File: src/rtl/fpnew_pipe_skid.sv
// Elastic FPU operation pipeline with bubble collapse, optional per-stage skid buffers,
// flush and tag-selective kill, and a registered occupancy count.

module fpnew_pipe_skid_chk #(
  parameter int unsigned DataWidth = 96,
  parameter int unsigned CntWidth  = 2,
  parameter int unsigned Capacity  = 2
) (
  input logic                 clk,
  input logic                 rst,
  input logic                 flush,
  input logic                 kill_valid,
  input logic                 out_valid,
  input logic                 out_ready,
  input logic [DataWidth-1:0] out_data,
  input logic [CntWidth-1:0]  occupancy
);
  occ_range: assert property (@(posedge clk) disable iff (rst) int'(occupancy) <= int'(Capacity));
  // A held output only changes when flush or kill may remove it.
  out_hold: assert property (@(posedge clk) disable iff (rst)
    (out_valid && !out_ready && !flush && !kill_valid) |=> $stable(out_data));
endmodule

module fpnew_pipe_skid #(
  parameter int unsigned DataWidth   = 96,
  parameter int unsigned TagWidth    = 4,
  parameter int unsigned NumPipeRegs = 2,
  parameter bit          CutReady    = 1'b0,
  localparam int unsigned Capacity   = NumPipeRegs * (CutReady ? 32'd2 : 32'd1),
  // Width kept at least 1 so the feed-through configuration still has a legal port.
  localparam int unsigned CntWidth   = (Capacity == 0) ? 1 : $clog2(Capacity + 1)
) (
  input  logic                 clk_i,
  input  logic                 rst_i,
  input  logic                 in_valid_i,
  output logic                 in_ready_o,
  input  logic [DataWidth-1:0] in_data_i,
  input  logic [TagWidth-1:0]  in_tag_i,
  input  logic                 flush_i,
  input  logic                 kill_valid_i,
  input  logic [TagWidth-1:0]  kill_tag_i,
  output logic                 out_valid_o,
  input  logic                 out_ready_i,
  output logic [DataWidth-1:0] out_data_o,
  output logic [TagWidth-1:0]  out_tag_o,
  output logic [CntWidth-1:0]  occupancy_o,
  output logic                 busy_o
);
  assign busy_o = in_valid_i | (occupancy_o != '0);

  if (NumPipeRegs == 0) begin : g_bypass
    assign in_ready_o  = out_ready_i;
    assign out_valid_o = in_valid_i & ~flush_i & ~(kill_valid_i & (in_tag_i == kill_tag_i));
    assign out_data_o  = in_data_i;
    assign out_tag_o   = in_tag_i;
    assign occupancy_o = '0;
  end else begin : g_pipe
    localparam int unsigned N = NumPipeRegs;

    logic [N-1:0]         main_v, skid_v, main_v_n, skid_v_n;
    logic [N-1:0]         main_ld, main_from_skid, skid_ld, up_v;
    logic [N:0]           rdy;
    logic [DataWidth-1:0] main_d [N];
    logic [DataWidth-1:0] skid_d [N];
    logic [DataWidth-1:0] up_d   [N];
    logic [TagWidth-1:0]  main_t [N];
    logic [TagWidth-1:0]  skid_t [N];
    logic [TagWidth-1:0]  up_t   [N];
    logic [CntWidth-1:0]  cnt, cnt_n;

    assign up_v[0] = in_valid_i;
    assign up_d[0] = in_data_i;
    assign up_t[0] = in_tag_i;
    for (genvar g = 1; g < N; g++) begin : g_link
      assign up_v[g] = main_v[g-1];
      assign up_d[g] = main_d[g-1];
      assign up_t[g] = main_t[g-1];
    end

    // Ready chain: with skids each stage's ready is purely registered.
    always_comb begin
      logic r;
      r      = out_ready_i;
      rdy    = '0;
      rdy[N] = out_ready_i;
      for (int i = N - 1; i >= 0; i--) begin
        if (CutReady) begin
          r = ~skid_v[i];
        end else begin
          r = r | ~main_v[i];
        end
        rdy[i] = r;
      end
    end

    // Next-state of every stage, then flush/kill masking on the new contents.
    always_comb begin
      logic acc, take;
      logic [TagWidth-1:0] mt, st;
      main_v_n       = main_v;
      skid_v_n       = skid_v;
      main_ld        = '0;
      main_from_skid = '0;
      skid_ld        = '0;
      cnt_n          = '0;
      for (int i = 0; i < N; i++) begin
        acc  = up_v[i] & rdy[i];
        take = main_v[i] & rdy[i+1];
        mt   = main_t[i];
        st   = skid_t[i];
        if (CutReady) begin
          if (take | ~main_v[i]) begin
            if (skid_v[i]) begin
              main_ld[i]        = 1'b1;
              main_from_skid[i] = 1'b1;
              main_v_n[i]       = 1'b1;
              skid_v_n[i]       = 1'b0;
              mt                = skid_t[i];
            end else begin
              main_ld[i]  = acc;
              main_v_n[i] = acc;
              mt          = up_t[i];
            end
          end else if (acc) begin
            skid_ld[i]  = 1'b1;
            skid_v_n[i] = 1'b1;
            st          = up_t[i];
          end else begin
            main_v_n[i] = main_v[i];
          end
        end else if (rdy[i]) begin
          main_ld[i]  = acc;
          main_v_n[i] = up_v[i];
          mt          = up_t[i];
        end else begin
          main_v_n[i] = main_v[i];
        end
        if (flush_i) begin
          main_v_n[i] = 1'b0;
          skid_v_n[i] = 1'b0;
        end else if (kill_valid_i) begin
          if (mt == kill_tag_i) main_v_n[i] = 1'b0;
          if (st == kill_tag_i) skid_v_n[i] = 1'b0;
        end else begin
          cnt_n = cnt_n;
        end
        cnt_n = cnt_n + CntWidth'(main_v_n[i]) + CntWidth'(skid_v_n[i]);
      end
    end

    // Valids always update; payload registers load only on an accepted beat.
    always_ff @(posedge clk_i) begin
      if (rst_i) begin
        main_v <= '0;
        skid_v <= '0;
        cnt    <= '0;
        for (int i = 0; i < N; i++) begin
          main_d[i] <= '0;
          main_t[i] <= '0;
          skid_d[i] <= '0;
          skid_t[i] <= '0;
        end
      end else begin
        main_v <= main_v_n;
        skid_v <= skid_v_n;
        cnt    <= cnt_n;
        for (int i = 0; i < N; i++) begin
          if (main_ld[i]) begin
            main_d[i] <= main_from_skid[i] ? skid_d[i] : up_d[i];
            main_t[i] <= main_from_skid[i] ? skid_t[i] : up_t[i];
          end
          if (skid_ld[i]) begin
            skid_d[i] <= up_d[i];
            skid_t[i] <= up_t[i];
          end
        end
      end
    end

    assign in_ready_o  = rdy[0];
    assign out_valid_o = main_v[N-1];
    assign out_data_o  = main_d[N-1];
    assign out_tag_o   = main_t[N-1];
    assign occupancy_o = cnt;

    fpnew_pipe_skid_chk #(.DataWidth(DataWidth), .CntWidth(CntWidth), .Capacity(Capacity)) u_chk (
      .clk(clk_i), .rst(rst_i), .flush(flush_i), .kill_valid(kill_valid_i),
      .out_valid(out_valid_o), .out_ready(out_ready_i), .out_data(out_data_o),
      .occupancy(occupancy_o)
    );
  end
endmodule

File: config.mk
export PLATFORM = sky130hd
export DESIGN_NAME = fpnew_pipe_skid
export DESIGN_NICKNAME = d
export VERILOG_FILES = /design/src/rtl/fpnew_pipe_skid.sv
export SDC_FILE = /design/constraint.sdc
export NUM_CORES = 1
export LEC_CHECK = 0
export ABC_AREA = 0
export BUFFER_PORTS_ARGS = -buffer_cell sky130_fd_sc_hd__buf_2
export CAP_MARGIN = 25
export CORE_ASPECT_RATIO = 0.75
export CORE_UTILIZATION = 30
export CTS_CLUSTER_DIAMETER = 30
export DETAILED_ROUTE_END_ITERATION = 8
export PLACE_DENSITY_LB_ADDON = 0.3
export SETUP_SLACK_MARGIN = 0.5
export SLEW_MARGIN = 20
export SYNTH_ARGS = -nofsm -noshare
export SYNTH_HDL_FRONTEND = slang
export SYNTH_SLANG_ARGS = --single-unit
File: constraint.sdc
create_clock -name clk_i -period 7 [get_ports clk_i]
set_input_delay 1.75 -clock clk_i [delete_from_list [all_inputs] [get_ports clk_i]]
set_output_delay 1.75 -clock clk_i [all_outputs]
set_load 0.1 [all_outputs]
==> flow_metrics.tcl <==
set metrics [dict create \
    die-area_um2 29500 \
    hp-class "reg -> reg" \
    grt_max_degree 200 \
    hold_violations 0 \
    cts_root_buf "clkbuf_16" \
    path_cells "buf_2, and3b_1, inv_4, buf_2" \
    rrSetupSlack_ns 4.22 \
    fin_worst_skew_ns 0.0126 \
    io_buffers 214 \
    cts.clk_slew.worst_paths_ns 0.04 \
    htree_levels 2 \
    dp_hpwl_um 10700 \
    synth_top_area_share 0.694 \
    die_y_um 149 \
    post_cts_resized 0 \
    clock_path_buffers 3 \
    synth-seq-cells 206 \
    cts_made_buffers 47 \
    max_stage_delay_ns 0.44 \
    ys_seq_area_frac 0.708 \
    ant_nets 0 \
    cp_num_buf_inv 3 \
    routabilityCongestion 0.860 \
    sw_frac_of_total 0.255 \
    grt_pass1_vias 4468 \
    wl_per_cell_um 14.4 \
    status "finished clean" \
    drv_slew 0 \
    post_cts_buffers 0 \
    slowest_stage "buf_2" \
    cp_common_cell "buf_2" \
    fill_cells 2688 \
    pre_cts_slack_ns 2.57 \
    syn_area_per_cell_um2 14.8 \
    critPathMaxFanout 6 \
    synth_fa_ha_area_frac 0.00376 \
    grt_overflow_total 0 \
    setup_slack_ns 2.56 \
    hold_buffers 0 \
    synth.net_count 698 \
    viasPerCell 3.95 \
    tns_ns 0 \
    firstDrtPassIters 4 \
    maxCapViolCount 0 \
    setup_viol 0 \
    synth_area_leader_cell "edfxtp_1" \
    antenna_found_initial 6 \
    syn_area_um2 8660 \
    syn2layout_area_growth_pct 26.5 \
    comb_power_share 0.105 \
    synthDistinctLibCells 31 \
    crit_required_ns 5.25 \
    ff2ff_path_depth 9 \
    clkLatencyLatePin_ns 0.52 \
    synthCells 586 \
    drt_iter0_drc 120 \
    worst-path-stages 4 \
    ys_top_cells_by_area "edfxtp_1 (69%), and2_1 (14%), buf_4 (8.9%)" \
    dr_total_vias 4550 \
    rows 53 \
    max_freq_ghz 0.225 \
    synth-compound-area-share 0.00983 \
    cts.sinks 206 \
    synth_top_family_by_area "simple AND/OR/NAND/NOR gates" \
    cts_tree "done" \
    layout.nets 841 \
    seq_area_um2 6130 \
    start_util 0.307 \
    final.min_clock_period_ns 4.44 \
    multi_input_area_um2 1670 \
    crit_arrival_ns 2.69 \
    maxSlewHeadroom 0.426 \
    drive_gt1_frac 0.383 \
    synth-simple-area-share 0.162 \
    timing.final.crit_share 0.634 \
    wirelength_um 16600 \
    synth.yosys.warnings 0 \
    pwr-share-seq 0.369 \
    rsz0062_at_grt "no" \
    peakVddDrop_uv 192 \
    critical_path_class "in -> out" \
    p_per_area_nw_per_um2 362 \
    grtUsageTotal 0.112 \
    critPathLaunchType "primary input" \
    pwr-share-clk 0.526 \
    synth_mux_area_frac 0.00463 \
    final_util 0.389 \
    intPower_mw 2.96 \
    hold_path_depth 2 \
    io_pins 215 \
    core_area_um2 28200 \
    power.leakage_nw 4.61 \
    crit_path_end_kind "output pin" \
    p_sw_mw 1.01 \
    synth_xor_area_frac 0.0101 \
    crit_family "buffers and inverters" \
    worst_pin_slew_ns 0.862 \
    die_w_um 198 \
    grt_pass1_wl_um 25100 \
    post-route-drc-count 0 \
]
[worst reg2reg max path, stage by stage, from the launching register on]
cell and delay, ns:
dfxtp_1 0.35, nor2b_1 0.60, mux2i_1 0.29, xor2_1 0.19
nand3_1 0.14, o21ai_0 0.24, fa_1 0.45, inv_1 0.06
ha_1 0.22, nor2b_1 0.13
[cells in the mapped netlist]
library cell	instances
a21oi_1	1
xor2_1	10
mux2i_1	4
and2_1	200
a21o_1	1
o21ai_0	1
nor3_4	1
inv_1	3
dfxtp_1	6
o21a_1	1
buf_2	11
nor3_1	3
nor3b_1	1
buf_4	103
nor4_1	3
a22oi_1	1
or3_1	2
edfxtp_1	200
and3b_1	1
o21ai_1	1
inv_4	1
a211oi_2	1
a2111oi_4	1
o21bai_1	1
fa_1	1
ha_1	1
clkbuf_1	10
nor2b_1	4
nand3_1	1
nor2_1	9
nand2_1	2
[per-stage QoR]
step / instance area [µm²] / power [mW] / cells / hold slack (ns)
global placement: 9400 / 1.90 / 1065 / 0.454
finish: 11000 / 3.97 / 1153 / 0.464
global route: 10900 / 4.11 / 1151 / 0.488
floorplan: 8660 / 1.86 / 586 / 0.437
detailed placement: 9400 / 1.91 / 1065 / 0.461
CTS: 10900 / 4.03 / 1150 / 0.469
[power by group through the flow]
stage / sequential, mW / clock [mW] / combinational, mW
2_1_floorplan: 1.49 / 0 / 0.373
3_3_place_gp: 1.48 / 0 / 0.421
3_5_place_dp: 1.48 / 0 / 0.422
4_1_cts: 1.46 / 2.14 / 0.422
5_1_grt: 1.47 / 2.21 / 0.437
6_report: 1.46 / 2.09 / 0.416
[cell usage in the layout (no fill, tap or decap), types with 6 or more instances in the layout]
master	count
buf_2	214
and2_1	200
edfxtp_1	200
clkbuf_16	49
clkinv_1	15
xor2_1	10
nor2_1	9
clkinvlp_4	7
dfxtp_1	6
[state kept, by name (all words and copies together) (netlist names)]
register,count
g_pipe.skid_v,2
occupancy_o,2
g_pipe.main_v,2
g_pipe.main_t,8
g_pipe.main_d,192
[logic make-up after synthesis]
| logic type | after synthesis |
|---|---|
| AO/OA/AOI/OAI | 9 |
| XOR/XNOR | 10 |
| adder cells (fa/ha/maj) | 2 |
| buffers and inverters | 128 |
| flip-flops | 206 |
| multiplexers | 4 |
| AND/OR/NAND/NOR | 227 |
[cell type report]
class | instances | area share
Antenna cell | 3 | 0.000685
Clock buffer | 50 | 0.112
Clock inverter | 35 | 0.0283
Inverter | 4 | 0.00160
Multi-Input combinational cell | 252 | 0.152
Sequential cell | 206 | 0.559
Tap cell | 385 | 0.0440
Timing Repair Buffer | 218 | 0.102
[final timing paths]
| kind | start | endpoint |
|---|---|---|
| worst max register to register | g_pipe.main_v[1] | occupancy_o[0] |
| worst min register to register | g_pipe.skid_v[1] | g_pipe.skid_v[1] |
| worst min-delay path | g_pipe.skid_v[1] | g_pipe.skid_v[1] |
| worst max-delay path | out_ready_i | in_ready_o |
[layer usage]
layer | track usage | share of wire | vias to the layer above
li1 | - | - | 2201
met1 | 0.143 | 0.45 | 2148
met2 | 0.162 | 0.43 | 154
met3 | 0.0488 | 0.090 | 41
met4 | 0.0562 | 0.025 | 6
met5 | 0 | 0.0023 | -
No activity file was read; power rests on OpenSTA's default activity.
